[config.mk]
export PLATFORM = sky130hd
export DESIGN_NAME = uart_tx_io
export DESIGN_NICKNAME = d
export VERILOG_FILES = /design/src/rtl/uart_tx_io_pkg.sv /design/src/rtl/uart_tx_io_fifo.sv /design/src/rtl/uart_tx_io.sv
export SDC_FILE = /design/constraint.sdc
export NUM_CORES = 1
export LEC_CHECK = 0
export CAP_MARGIN = 20
export CORE_MARGIN = 8
export CORE_UTILIZATION = 35
export CTS_CLUSTER_SIZE = 10
export DETAILED_ROUTE_END_ITERATION = 16
export PLACE_DENSITY_LB_ADDON = 0.12
export SYNTH_ARGS = -nofsm -noshare
export SYNTH_HDL_FRONTEND = slang
export SYNTH_HIERARCHICAL = 1
export SYNTH_SLANG_ARGS = --single-unit
[constraint.sdc]
create_clock -name clk -period 3.7 [get_ports clk]
set_input_delay 0.555 -clock clk [delete_from_list [all_inputs] [get_ports clk]]
set_output_delay 0.555 -clock clk [all_outputs]
set_load 0.005 [all_outputs]
[src/rtl/uart_tx_io_pkg.sv]
`default_nettype none
// +----------------------------------------------------------------------------+
// | uart_tx_io_pkg : register map, status bit positions, and FSM state type     |
// | Rev 1.0                                                                     |
// +----------------------------------------------------------------------------+
package uart_tx_io_pkg;

   localparam logic [1:0] UART_DATA_OFS = 2'd0;
   localparam logic [1:0] UART_STAT_OFS = 2'd1;

   localparam int STAT_BUSY    = 0;
   localparam int STAT_FULL    = 1;
   localparam int STAT_EMPTY   = 2;
   localparam int STAT_OVF     = 3;
   localparam int STAT_CNT_LSB = 4;

   typedef enum logic [1:0] {
      S_IDLE  = 2'd0,
      S_START = 2'd1,
      S_DATA  = 2'd2,
      S_STOP  = 2'd3
   } tx_state_e;

   // Integer division truncates, so the line rate is always at or above BAUD.
   function automatic int baud_div(input int clk_hz, input int baud);
      return clk_hz / baud;
   endfunction

endpackage
`default_nettype wire

[src/rtl/uart_tx_io_fifo.sv]
`default_nettype none
// +----------------------------------------------------------------------------+
// | uart_tx_io_fifo : synchronous-write, show-ahead byte FIFO                  |
// | Rev 1.0                                                                     |
// +----------------------------------------------------------------------------+
module uart_tx_io_fifo #(
   parameter int DEPTH = 16,
   parameter int WIDTH = 8,
   parameter int AW    = $clog2(DEPTH),
   parameter int CW    = AW + 1
) (
   input  logic             clk,
   input  logic             rstn,
   input  logic             push,
   input  logic             pop,
   input  logic [WIDTH-1:0] din,
   output logic [WIDTH-1:0] dout,
   output logic [CW-1:0]    count,
   output logic             full,
   output logic             empty
);

   logic [WIDTH-1:0] mem [DEPTH];
   logic [AW-1:0]    wr_ptr;
   logic [AW-1:0]    rd_ptr;
   logic             do_push;
   logic             do_pop;

   // A full FIFO may still accept a byte when the head leaves on the same edge.
   assign do_pop  = pop & ~empty;
   assign do_push = push & (~full | do_pop);

   assign full  = (count == CW'(DEPTH));
   assign empty = (count == '0);
   assign dout  = mem[rd_ptr];

   always_ff @(posedge clk) begin
      if (do_push) begin
         mem[wr_ptr] <= din;
      end
   end

   always_ff @(posedge clk or negedge rstn) begin
      if (!rstn) begin
         wr_ptr <= '0;
         rd_ptr <= '0;
         count  <= '0;
      end else begin
         if (do_push) begin
            wr_ptr <= wr_ptr + 1'b1;
         end
         if (do_pop) begin
            rd_ptr <= rd_ptr + 1'b1;
         end
         case ({do_push, do_pop})
            2'b10:   count <= count + 1'b1;
            2'b01:   count <= count - 1'b1;
            default: count <= count;
         endcase
      end
   end

endmodule
`default_nettype wire

[src/rtl/uart_tx_io.sv]
`default_nettype none
// +----------------------------------------------------------------------------+
// | uart_tx_io : memory-mapped 8N1 UART transmitter with byte FIFO and status   |
// | Rev 1.0                                                                     |
// +----------------------------------------------------------------------------+
module uart_tx_io
   import uart_tx_io_pkg::*;
#(
   parameter int CLK_HZ     = 23_000_000,
   parameter int BAUD       = 115_200,
   parameter int FIFO_DEPTH = 16
) (
   input  logic        clk,
   input  logic        rstn,
   input  logic        uart_cs,
   input  logic        io_write,
   input  logic        io_read,
   input  logic [1:0]  addr_lo,
   input  logic [7:0]  wdata,
   output logic [31:0] rdata,
   output logic        tx
);

   localparam int DIV = baud_div(CLK_HZ, BAUD);
   localparam int BW  = (DIV > 1) ? $clog2(DIV) : 1;
   localparam int AW  = $clog2(FIFO_DEPTH);
   localparam int CW  = AW + 1;

   tx_state_e     state;
   tx_state_e     state_nx;
   logic [BW-1:0] baud_cnt;
   logic [BW-1:0] baud_cnt_nx;
   logic [2:0]    bit_idx;
   logic [2:0]    bit_idx_nx;
   logic [7:0]    shift;
   logic [7:0]    shift_nx;
   logic          tx_nx;
   logic          overflow;

   logic          data_wr;
   logic          stat_rd;
   logic          fifo_pop;
   logic [7:0]    fifo_dout;
   logic [CW-1:0] fifo_count;
   logic          fifo_full;
   logic          fifo_empty;
   logic          bit_done;

   assign data_wr  = uart_cs & io_write & (addr_lo == UART_DATA_OFS);
   assign stat_rd  = uart_cs & io_read  & (addr_lo == UART_STAT_OFS);
   assign bit_done = (baud_cnt == BW'(DIV - 1));

   uart_tx_io_fifo #(
      .DEPTH (FIFO_DEPTH),
      .WIDTH (8)
   ) u_fifo (
      .clk   (clk),
      .rstn  (rstn),
      .push  (data_wr),
      .pop   (fifo_pop),
      .din   (wdata),
      .dout  (fifo_dout),
      .count (fifo_count),
      .full  (fifo_full),
      .empty (fifo_empty)
   );

   always_ff @(posedge clk or negedge rstn) begin
      if (!rstn) begin
         state    <= S_IDLE;
         baud_cnt <= '0;
         bit_idx  <= '0;
         shift    <= '0;
         tx       <= 1'b1;
         overflow <= 1'b0;
      end else begin
         state    <= state_nx;
         baud_cnt <= baud_cnt_nx;
         bit_idx  <= bit_idx_nx;
         shift    <= shift_nx;
         tx       <= tx_nx;
         // A drop on the clearing read's edge must not be lost.
         if (data_wr && fifo_full && !fifo_pop) begin
            overflow <= 1'b1;
         end else if (stat_rd) begin
            overflow <= 1'b0;
         end
      end
   end

   always_comb begin
      state_nx    = state;
      baud_cnt_nx = baud_cnt;
      bit_idx_nx  = bit_idx;
      shift_nx    = shift;
      tx_nx       = tx;
      fifo_pop    = 1'b0;
      case (state)
         S_IDLE: begin
            if (!fifo_empty) begin
               fifo_pop    = 1'b1;
               shift_nx    = fifo_dout;
               tx_nx       = 1'b0;
               baud_cnt_nx = '0;
               state_nx    = S_START;
            end
         end
         S_START: begin
            if (bit_done) begin
               baud_cnt_nx = '0;
               bit_idx_nx  = 3'd0;
               tx_nx       = shift[0];
               shift_nx    = {1'b0, shift[7:1]};
               state_nx    = S_DATA;
            end else begin
               baud_cnt_nx = baud_cnt + 1'b1;
            end
         end
         S_DATA: begin
            if (bit_done) begin
               baud_cnt_nx = '0;
               if (bit_idx == 3'd7) begin
                  tx_nx    = 1'b1;
                  state_nx = S_STOP;
               end else begin
                  tx_nx      = shift[0];
                  shift_nx   = {1'b0, shift[7:1]};
                  bit_idx_nx = bit_idx + 3'd1;
               end
            end else begin
               baud_cnt_nx = baud_cnt + 1'b1;
            end
         end
         S_STOP: begin
            if (bit_done) begin
               baud_cnt_nx = '0;
               // Chain straight into the next start bit so frames stay contiguous.
               if (!fifo_empty) begin
                  fifo_pop = 1'b1;
                  shift_nx = fifo_dout;
                  tx_nx    = 1'b0;
                  state_nx = S_START;
               end else begin
                  state_nx = S_IDLE;
               end
            end else begin
               baud_cnt_nx = baud_cnt + 1'b1;
            end
         end
         default: begin
            state_nx = S_IDLE;
         end
      endcase
   end

   always_comb begin
      rdata = '0;
      if (addr_lo == UART_STAT_OFS) begin
         rdata[STAT_BUSY]            = (state != S_IDLE);
         rdata[STAT_FULL]            = fifo_full;
         rdata[STAT_EMPTY]           = fifo_empty;
         rdata[STAT_OVF]             = overflow;
         rdata[STAT_CNT_LSB +: CW]   = fifo_count;
      end
   end

endmodule
`default_nettype wire
==> impl_metrics.sql, run 1 <==
INSERT INTO impl_metrics (metric_group, metric, value, unit) VALUES
('run_status', 'status', 'finished clean', ''),
('power', 'powerDensity', '489', 'nW/um^2'),
('yosys', 'synth_cells', '469', ''),
('critical_path', 'worstPathRequired', '3140', 'ps'),
('yosys', 'synth_top_cell_area_share', '51.8', '%'),
('sta', 'finalSetupViolCount', '0', ''),
('cells_and_area', 'layout.cells.non_filler', '804', ''),
('yosys', 'yosys_register_bits', '164', ''),
('power', 'leakagePower', '3.08', 'nW'),
('sta', 'report.final.slew_viol_count', '0', ''),
('clocking', 'clk_pin_slew_worst_paths', '70', 'ps'),
('yosys', 'synth_edf_count', '128', ''),
('place', 'dp_worst_setup_slack', '620', 'ps'),
('routing', 'vias_per_cell', '5.04', ''),
('yosys', 'netlist_top_cells_count', 'edfxtp_1, dfrtp_1, nand2_1, buf_4, nor2_1', ''),
('global_route', 'grt_first_pass_wirelength', '24500', 'um'),
('routing', 'drt_iter0_markers', '262', ''),
('routing', 'finalWirelength', '15600', 'um'),
('sta', 'rsz0062_at_grt', 'false', ''),
('clocking', 'cts_tree', 'built', ''),
('sta', 'final_period_minus_worst_setup_slack', '3100', 'ps'),
('critical_path', 'critical_path.max_fanout', '7', ''),
('yosys', 'post_synth.cell_area_avg', '15.8', 'sq um'),
('floorplan', 'rows', '53', ''),
('yosys', 'seq_area_frac_synth', '64.0', '%'),
('yosys', 'synth.largest_area_cell', 'edfxtp_1', ''),
('yosys', 'post_synth_main_area_contributors', 'edfxtp_1, dfrtp_1, mux4_2', ''),
('clocking', 'clk_path_buf_depth', '2', ''),
('floorplan', 'chipHeight', '162', 'um'),
('global_route', 'grt_use_met2', '20.2', '%'),
('yosys', 'synth_cell_area', '7410', 'sq um'),
('yosys', 'ys_warn_count', '6', ''),
('floorplan', 'die-area', '26100', 'sq um'),
('place', 'portBuffers', '24', ''),
('floorplan', 'starting_utilization_of_the_core_area', '35.5', '%'),
('clocking', 'cts_root_buffer', 'clkbuf_16', ''),
('floorplan', 'core_area', '20900', 'sq um'),
('critical_path', 'crit_arrival', '2550', 'ps'),
('cells_and_area', 'syn_to_final_growth', '15.9', '%'),
('yosys', 'synth-async-reset-ratio', '22.0', '%'),
('yosys', 'synth-main-ff-cell', 'edfxtp_1', ''),
('sta', 'slew_headroom', '43.2', '%'),
('sta', 'final.setup_skew', '11.5', 'ps'),
('clocking', 'cts_htree_levels', '4', ''),
('critical_path', 'path_class', 'flip-flop to output pin', ''),
('global_route', 'grt_pass1_vias', '4210', ''),
('place', 'place.gp.congestion', '0.723', ''),
('power', 'peakVddDrop', '0.282', 'mV'),
('clocking', 'cts_resized', '0', ''),
('run', 'maxCapViolations', '0', ''),
('critical_path', 'endpoint_kind', 'output pin', ''),
('floorplan', 'io_pins', '48', ''),
('global_route', 'gr_met3_demand_resource', '3.28', '%'),
('yosys', 'yosysMostFrequentCell', 'edfxtp_1', ''),
('global_route', 'grt-ovfl-total', '0', ''),
('sta', 'worstMarginPinSlew', '852', 'ps'),
('clocking', 'clock_latency', '430', 'ps'),
('sta', 'setup_tns', '0', 'ps'),
('routing', 'count_of_antenna_violating_nets_left_after_detailed_routing', '0', ''),
('cells_and_area', 'post_route_cells_drive_above_1_share', '20.6', '%'),
('place', 'post-place-cells', '772', ''),
('critical_path', 'setup.worst_path.start_class', 'flip-flop', ''),
('sta', 'post-route-period-util', '83.9', '%'),
('clocking', 'cts-hold-fix-buffers', '0', ''),
('routing', 'route.detailed.drc', '0', ''),
('clocking', 'clock_sinks', '164', ''),
('clocking', 'cts_setup_buffers', '0', ''),
('routing', 'wire_per_inst', '19.4', 'um'),
('sta', 'post-route-worst-setup-slack', '597', 'ps'),
('global_route', 'globalRoute.busiestLayer', 'met2', ''),
('clocking', 'cts_inserted_buffers', '17', ''),
('routing', 'dr.pass1.iters', '4', ''),
('floorplan', 'die_w', '162', 'um'),
('cells_and_area', 'nNetsFinal', '549', ''),
('place', 'place.detailed.hpwl', '10700', 'um'),
('sta', 'f_max', '322', 'MHz'),
('global_route', 'grt.total_usage', '12.5', '%'),
('global_route', 'globalRouteMet1Util', '16.1', '%'),
('sta', 'hold_viol', '0', ''),
('yosys', 'yosysUniqueCellTypes', '61', ''),
('routing', 'route.vias.total', '4054', ''),
('cells_and_area', 'antenna_cells_inserted', '0', ''),
('global_route', 'largest_net_degree_at_the_start_of_global_routing', '37', ''),
('global_route', 'grt_antenna_before_repair', '0', ''),
('hold_path', 'hold_path_class', 'primary input to async pin', '');
==> registers in the layout, indices dropped and copies added (netlist names) <==
register	cells
overflow	1
u_fifo/wr_ptr	4
u_fifo/mem	128
baud_cnt	8
tx	1
u_fifo/count	5
state	2
bit_idx	3
shift	8
u_fifo/rd_ptr	4
==> cell type report <==
cell class                      count  area [sq um]
Timing Repair Buffer               47           420
Sequential cell                   164          4750
Clock inverter                     15           184
Fill cell                        1925         12300
Inverter                           11          41.3
Tap cell                          275           344
Multi-Input combinational cell    275          2430
Clock buffer                       17           425
==> per-layer routing <==
layer  wire length, um  vias to the layer above
met5                 0                        -
met4               199                        0
met1              7130                     2103
met3               579                       15
met2              7650                       67
li1                  -                     1869
==> through the flow <==
step	utilization [%]	power [W]	hold slack, ps	area (sq um)
6_report	41.1	0.00420	233	8590
5_1_grt	41.1	0.00439	297	8590
4_1_cts	41.1	0.00426	266	8590
3_5_place_dp	38.2	0.00251	483	7990
3_3_place_gp	38.2	0.00250	482	7990
2_1_floorplan	-	0.00239	259	7500
==> cells by family after synthesis <==
kind of cell    count (synthesis)  synth area share, %
simple gates                  114                 8.14
flops                         164                 64.0
other cells                     1               0.0506
compound gates                 60                 6.11
buf+inv                        52                 4.35
mux                            51                 13.1
fa+ha+maj                      18                 3.14
xor+xnor                        9                 1.06
==> where the power goes <==
| part | switching, W | total [W] | internal, W | leakage [nW] |
|---|---|---|---|---|
| combinational | 0.000200 | 0.000350 | 0.000150 | 1.19 |
| sequential | 0.0000701 | 0.00211 | 0.00204 | 1.60 |
| clock | 0.000826 | 0.00174 | 0.000914 | 0.295 |
| total | 0.00110 | 0.00420 | 0.00311 | 3.08 |
==> layout by cell type, fill, tap and decap left out, types with 17 or more instances in the layout <==
cell	n
edfxtp_1	128
dfrtp_1	34
nand2_1	28
nor2_1	23
conb_1	23
clkdlybuf4s50_1	23
buf_4	22
mux4_2	21
ha_1	17
clkbuf_16	17
==> worst max-delay path: stages, from the launching register on <==
cell and delay, ps:
dfrtp_1 440, nor4_4 530, nand2b_1 200, inv_1 250
and2_1 180, clkdlybuf4s50_1 510
==> worst paths after layout <==
kind	start	to	slack [ps]	depth (start not counted)
worst max-delay path	u_fifo/count[1]	rdata[2]	600	5
worst min-delay path	rstn	baud_cnt[2]	230	1
worst max register to register	state[0]	u_fifo/count[4]	610	11
worst min register to register	overflow	overflow	490	2
max in group asynchronous	rstn	u_fifo/rd_ptr[0]	2870	1
min in group clk	overflow	overflow	490	2
Power figures use the tool's default switching activity.
==> inputs of run 2 (changes only) <==
- clock period: 3.7 -> 2.7 ns (I/O delays scaled with it)
==> run 2 against run 1 <==
Total power increased by 38%. Non-clock buffer count rose by 12. Via count grew 2.0%. Hold slack got worse by 130 ps. First-iteration DRC count fell by 13%. Core utilization grew 0.59 points. Wire length up 4.0%. Largest power group unchanged. Global-route usage is 0.38 points higher.
==> impl_metrics.sql, run 2 (synthesized netlist as in run 1, its figures left out) <==
INSERT INTO impl_metrics (metric_group, metric, value, unit) VALUES
('run_status', 'status', 'finished clean', ''),
('critical_path', 'setup.worst_path.start_class', 'flip-flop', ''),
('power', 'peakVddDrop', '0.411', 'mV'),
('critical_path', 'critPathCapture', 'rdata[2]', ''),
('sta', 'post-route-worst-setup-slack', '103', 'ps'),
('place', 'portBuffers', '24', ''),
('sta', 'finalSetupViolCount', '0', ''),
('place', 'dp_worst_setup_slack', '113', 'ps'),
('clocking', 'clock_latency', '420', 'ps'),
('routing', 'count_of_antenna_violating_nets_left_after_detailed_routing', '0', ''),
('sta', 'f_max', '385', 'MHz'),
('cells_and_area', 'commonest_non_fill_non_tap_cell_in_the_layout', 'edfxtp_1', ''),
('floorplan', 'core_area', '20900', 'sq um'),
('critical_path', 'critical_path_buf_inv_count', '3', ''),
('critical_path', 'worstPathRequired', '2300', 'ps'),
('cells_and_area', 'nNetsFinal', '561', ''),
('clocking', 'cts_inserted_buffers', '17', ''),
('critical_path', 'critical_path_cell_list', 'nor4_4, nand2b_1, inv_2, buf_6, and2_1, clkdlybuf4s50_1', ''),
('cells_and_area', 'reg.largest.list', 'u_fifo/mem (128), baud_cnt (8), shift (8)', ''),
('power', 'p_total', '0.00581', 'W'),
('sta', 'slew_headroom', '40.5', '%'),
('place', 'place.detailed.hpwl', '10700', 'um'),
('critical_path', 'critical_path.max_fanout', '6', ''),
('cells_and_area', 'final_util', '41.7', '%'),
('cells_and_area', 'syn_to_final_growth', '17.6', '%'),
('critical_path', 'startpoint', 'u_fifo/count[1]', ''),
('floorplan', 'starting_utilization_of_the_core_area', '35.5', '%'),
('sta', 'worstMarginPinSlew', '892', 'ps'),
('routing', 'vias_per_cell', '5.07', ''),
('critical_path', 'slowest_delay', '500', 'ps'),
('floorplan', 'die-area', '26100', 'sq um'),
('clocking', 'cts_tree', 'built', ''),
('clocking', 'cts-hold-fix-buffers', '0', ''),
('routing', 'drt_iter0_markers', '229', ''),
('sta', 'final.setup_skew', '10.8', 'ps'),
('critical_path', 'critical_path_depth', '6', ''),
('routing', 'wire_per_inst', '19.8', 'um'),
('place', 'post-place-cells', '781', ''),
('sta', 'final_period_minus_worst_setup_slack', '2600', 'ps'),
('global_route', 'grt_antenna_before_repair', '0', ''),
('clocking', 'cts_htree_levels', '4', ''),
('critical_path', 'crit_arrival', '2190', 'ps'),
('hold_path', 'hold_path_class', 'primary input to async pin', ''),
('routing', 'route.detailed.drc', '0', ''),
('clocking', 'cts_root_buffer', 'clkbuf_16', ''),
('clocking', 'clock_sinks', '164', ''),
('critical_path', 'worst_path_dominant_cell_family', 'buffers and inverters', ''),
('floorplan', 'rows', '53', ''),
('floorplan', 'chipHeight', '162', 'um'),
('power', 'leakagePower', '3.14', 'nW'),
('clocking', 'clk_pin_slew_worst_paths', '70', 'ps'),
('sta', 'setup_tns', '0', 'ps'),
('global_route', 'grt-ovfl-total', '0', ''),
('critical_path', 'critical_path.reg2reg.endpoint', 'u_fifo/count[4]', ''),
('clocking', 'clk_path_buf_depth', '2', ''),
('critical_path', 'critPathSlowestCell', 'clkdlybuf4s50_1', ''),
('critical_path', 'endpoint_kind', 'output pin', ''),
('sta', 'report.final.slew_viol_count', '0', ''),
('place', 'place.gp.congestion', '0.732', ''),
('global_route', 'grt_first_pass_wirelength', '25200', 'um'),
('floorplan', 'die_w', '162', 'um'),
('run', 'maxCapViolations', '0', ''),
('critical_path', 'reg2reg_setup_slack', '110', 'ps'),
('routing', 'route.vias.total', '4136', ''),
('cells_and_area', 'layout_common_cells', 'edfxtp_1, dfrtp_1, buf_4', ''),
('global_route', 'grt_pass1_vias', '4257', ''),
('cells_and_area', 'post_route_cells_drive_above_1_share', '24.0', '%'),
('power', 'powerDensity', '667', 'nW/um^2'),
('cells_and_area', 'largest-register', 'u_fifo/mem', ''),
('floorplan', 'io_pins', '48', ''),
('critical_path', 'reg2reg_from', 'baud_cnt[1]', ''),
('critical_path', 'reg2regPathDepth', '11', ''),
('sta', 'post-route-period-util', '96.2', '%'),
('global_route', 'grt.total_usage', '12.9', '%'),
('cells_and_area', 'layout.cells.non_filler', '816', ''),
('global_route', 'largest_net_degree_at_the_start_of_global_routing', '37', ''),
('sta', 'rsz0062_at_grt', 'true', ''),
('cells_and_area', 'largest_register_ff_count', '128', ''),
('sta', 'hold_viol', '0', ''),
('critical_path', 'path_class', 'flip-flop to output pin', ''),
('routing', 'dr.pass1.iters', '6', ''),
('cells_and_area', 'antenna_cells_inserted', '0', ''),
('routing', 'finalWirelength', '16200', 'um');
[run 2: cell types whose count changed in the layout (fill, tap and decap cells not counted), moves of 2 or more]
| cell | delta |
|---|---|
| buf_4 | +10 |
| clkinv_8 | -3 |
| clkinv_4 | -2 |
| clkinvlp_4 | +2 |
| nand2b_1 | -2 |
[run 2: how the worst min path moves through the flow]
stage                  end  slack [ps]  depth (start not counted)
2_1_floorplan  baud_cnt[0]         110                          0
3_3_place_gp      overflow         470                          2
3_5_place_dp      overflow         470                          2
4_1_cts        baud_cnt[7]         120                          1
5_1_grt        baud_cnt[7]         150                          1
6_report       baud_cnt[7]         100                          1
[run 2: metrics by stage]
stage	hold slack, ps	instance area [sq um]
after global routing	154	8720
after CTS	121	8670
final	99.9	8720
after detailed placement	471	8090
after floorplan	109	7530
after global placement	469	8090
[run 2: power by group]
| part | total, W | switching (W) | internal [W] |
|---|---|---|---|
| Combinational | 0.000583 | 0.000316 | 0.000267 |
| Clock | 0.00234 | 0.00111 | 0.00123 |
| Sequential | 0.00289 | 0.0000917 | 0.00280 |
[run 2: area by class of cell]
| class | count | area, sq um |
|---|---|---|
| Fill cell | 1875 | 12200 |
| Inverter | 11 | 41.3 |
| Clock buffer | 18 | 429 |
| Tap cell | 275 | 344 |
| Sequential cell | 164 | 4750 |
| Clock inverter | 14 | 146 |
| Multi-Input combinational cell | 275 | 2480 |
| Timing Repair Buffer | 59 | 527 |
[run 2: per-layer routing]
metal / share of wire (%) / vias up / GRT usage [%]
met4: 0.76 / 0 / 3.66
met2: 50 / 74 / 21.1
met5: 0 / - / 0
met1: 44 / 2170 / 16.7
met3: 4.5 / 8 / 3.00
li1: - / 1884 / -
[run 2: timing repair]
item                       4_1_cts  5_1_grt
gates resized for setup          1        8
hold endpoints to repair         0        0
buffers inserted                 1        2
setup endpoints to repair        1       18
gates cloned                     0        0
==> inputs of run 3 (changes only) <==
- CORE_UTILIZATION: 35 -> 53
- RECOVER_POWER: default -> 50
- REMOVE_ABC_BUFFERS: default -> 1
==> run 3 against run 2 <==
Critical path type is now flip-flop to flip-flop. The flow now finishes with violations (max-capacitance violations, max-slew violations). Design area shrank 1.1%. Worst setup slack lost 100 ps. Die area shrank 31%. Critical endpoint is now u_fifo/count[4]. Cell count shrank 11%. Combinational power grew 5.5%. Global-route usage grew 4.1 points. Largest cell class unchanged. Core utilization grew 21 points. Fmax shrank 3.8%. Non-clock buffer count grew 8. Clock skew shrank 2.0 ps. Clock-buffer cell count grew 2.
==> impl_metrics.sql, run 3 (synthesized netlist as in run 1, its figures left out) <==
INSERT INTO impl_metrics (metric_group, metric, value, unit) VALUES
('run_status', 'status', 'complete, but fails checks', ''),
('run_status', 'failed_checks', 'max-capacitance violations, max-slew violations', ''),
('sta', 'worstMarginPinSlew', '2030', 'ps'),
('critical_path', 'setup.worst_path.start_class', 'flip-flop', ''),
('floorplan', 'die-area', '18000', 'sq um'),
('critical_path', 'startpoint', 'baud_cnt[0]', ''),
('routing', 'route.top_layer_used', 'met4', ''),
('routing', 'vias_per_cell', '5.71', ''),
('floorplan', 'io_pins', '48', ''),
('global_route', 'grt_antenna_before_repair', '0', ''),
('clocking', 'cts_inserted_buffers', '17', ''),
('sta', 'final.setup_skew', '8.83', 'ps'),
('cells_and_area', 'syn_to_final_growth', '16.3', '%'),
('critical_path', 'crit_arrival', '3030', 'ps'),
('floorplan', 'starting_utilization_of_the_core_area', '53.8', '%'),
('clocking', 'clk_pin_slew_worst_paths', '60', 'ps'),
('hold_path', 'startpoint_of_the_lowest_slack_hold_path', 'overflow', ''),
('sta', 'hold_viol', '0', ''),
('global_route', 'grt_pass1_vias', '4259', ''),
('floorplan', 'rows', '43', ''),
('clocking', 'clk_path_buf_depth', '2', ''),
('clocking', 'cts_root_buffer', 'clkbuf_16', ''),
('routing', 'drt_iter0_markers', '262', ''),
('routing', 'count_of_antenna_violating_nets_left_after_detailed_routing', '0', ''),
('global_route', 'grt-ovfl-total', '0', ''),
('cells_and_area', 'post_route_cells_drive_above_1_share', '24.0', '%'),
('routing', 'route.met3.wl', '734', 'um'),
('place', 'place.detailed.hpwl', '9680', 'um'),
('place', 'portBuffers', '24', ''),
('cells_and_area', 'largest_register_ff_count', '128', ''),
('critical_path', 'critical_path.max_fanout', '2', ''),
('sta', 'post-route-period-util', '100', '%'),
('sta', 'f_max', '371', 'MHz'),
('critical_path', 'worstPathRequired', '3030', 'ps'),
('routing', 'wire_per_inst', '20.1', 'um'),
('cells_and_area', 'commonest_non_fill_non_tap_cell_in_the_layout', 'edfxtp_1', ''),
('power', 'p_total', '0.00581', 'W'),
('cells_and_area', 'nNetsFinal', '569', ''),
('hold_path', 'hold_path_class', 'flip-flop to flip-flop', ''),
('sta', 'final_period_minus_worst_setup_slack', '2700', 'ps'),
('cells_and_area', 'reg.largest.list', 'u_fifo/mem (128), baud_cnt (8), shift (8)', ''),
('global_route', 'largest_net_degree_at_the_start_of_global_routing', '37', ''),
('global_route', 'grt_first_pass_wirelength', '22900', 'um'),
('run', 'maxCapViolations', '1', ''),
('clocking', 'clock_sinks', '164', ''),
('sta', 'rsz0062_at_grt', 'true', ''),
('sta', 'report.final.slew_viol_count', '37', ''),
('floorplan', 'chipHeight', '134', 'um'),
('critical_path', 'path_class', 'flip-flop to flip-flop', ''),
('critical_path', 'reg2reg_from', 'baud_cnt[0]', ''),
('cells_and_area', 'antenna_cells_inserted', '0', ''),
('routing', 'route.detailed.drc', '0', ''),
('routing', 'm1WireLength', '6120', 'um'),
('sta', 'slew_headroom', '-35.1', '%'),
('clocking', 'clock_latency', '420', 'ps'),
('sta', 'finalSetupViolCount', '0', ''),
('clocking', 'cts_tree', 'built', ''),
('place', 'place.gp.congestion', '0.789', ''),
('critical_path', 'endpoint_kind', 'flip-flop', ''),
('routing', 'routed-wl-met2', '7480', 'um'),
('routing', 'finalWirelength', '14700', 'um'),
('clocking', 'cts-hold-fix-buffers', '0', ''),
('routing', 'dr.pass1.iters', '4', ''),
('floorplan', 'core_area', '13800', 'sq um'),
('global_route', 'grt.total_usage', '16.9', '%'),
('floorplan', 'die_w', '134', 'um'),
('power', 'peakVddDrop', '0.677', 'mV'),
('clocking', 'cts_htree_levels', '4', ''),
('power', 'leakagePower', '3.16', 'nW'),
('cells_and_area', 'largest-register', 'u_fifo/mem', ''),
('power', 'powerDensity', '673', 'nW/um^2'),
('cells_and_area', 'final_util', '62.6', '%'),
('routing', 'route.vias.total', '4160', ''),
('cells_and_area', 'layout_common_cells', 'edfxtp_1, buf_4, dfrtp_1', '');
## run 3: cell types whose count changed in the layout (fill, tap and decap cells not counted), sizes merged
cell	delta
buf	+7
bufinv	+2
clkbuf	+3
clkdlybuf4s50	-8
clkinvlp	+1
dlygate4sd3	+8
inv	-5
## run 3: cell type report
type	instances	area (sq um)
Clock buffer	20	437
Clock inverter	12	133
Fill cell	1044	5150
Inverter	11	41.3
Multi-Input combinational cell	275	2460
Sequential cell	164	4750
Tap cell	180	225
Timing Repair Buffer	67	582
## run 3: power by group
part | internal, W | switching, W
Sequential | 0.00280 | 0.0000912
Clock | 0.00136 | 0.000936
Combinational | 0.000290 | 0.000325
Total | 0.00445 | 0.00135
## run 3: path summary, 6_finish.rpt
path	endpoint	slack, ps	depth (start not counted)
worst max register to register	u_fifo/count[4]	1	13
min in group asynchronous	overflow	560	1
worst max-delay path	u_fifo/count[4]	1	13
worst min register to register	overflow	480	2
max in group asynchronous	u_fifo/rd_ptr[0]	830	1
worst min-delay path	overflow	480	2
## run 3: routing by layer
metal / track usage (%) / vias up
met1: 20.7 / 2130
met2: 28.1 / 107
met3: 4.30 / 23
li1: - / 1900
met4: 6.99 / 0
met5: 0 / -
## run 3: timing repair
item | 4_1_cts | 5_1_grt
setup endpoints to repair | 9 | 84
cloned | 0 | 0
pin swaps | 1 | 3
resized for setup | 3 | 6
setup buffers | 0 | 5
## run 3: worst max-delay path, stage by stage, from the launching register on
cell and delay [ps]:
dfrtp_1 380, inv_1 60, ha_1 150, and4bb_4 240, a31oi_1 80, nor3_1 170
buf_4 160, o21ai_4 50, or2_4 240, fa_2 360, nand2b_4 150, a211o_1 270
o31a_1 110, o211ai_1 180
## run 3: metrics by stage
step	worst slack [ps]	instances	hold slack (ps)	cell area [sq um]	setup TNS [ps]
detailed placement	-53.2	692	469	7990	-53.2
global route	-88.2	729	529	8620	-88.2
global placement	23.0	692	466	7990	0
floorplan	-442	450	109	7210	-17860
CTS	-45.8	724	122	8570	-47.3
finish	1.12	729	478	8620	0
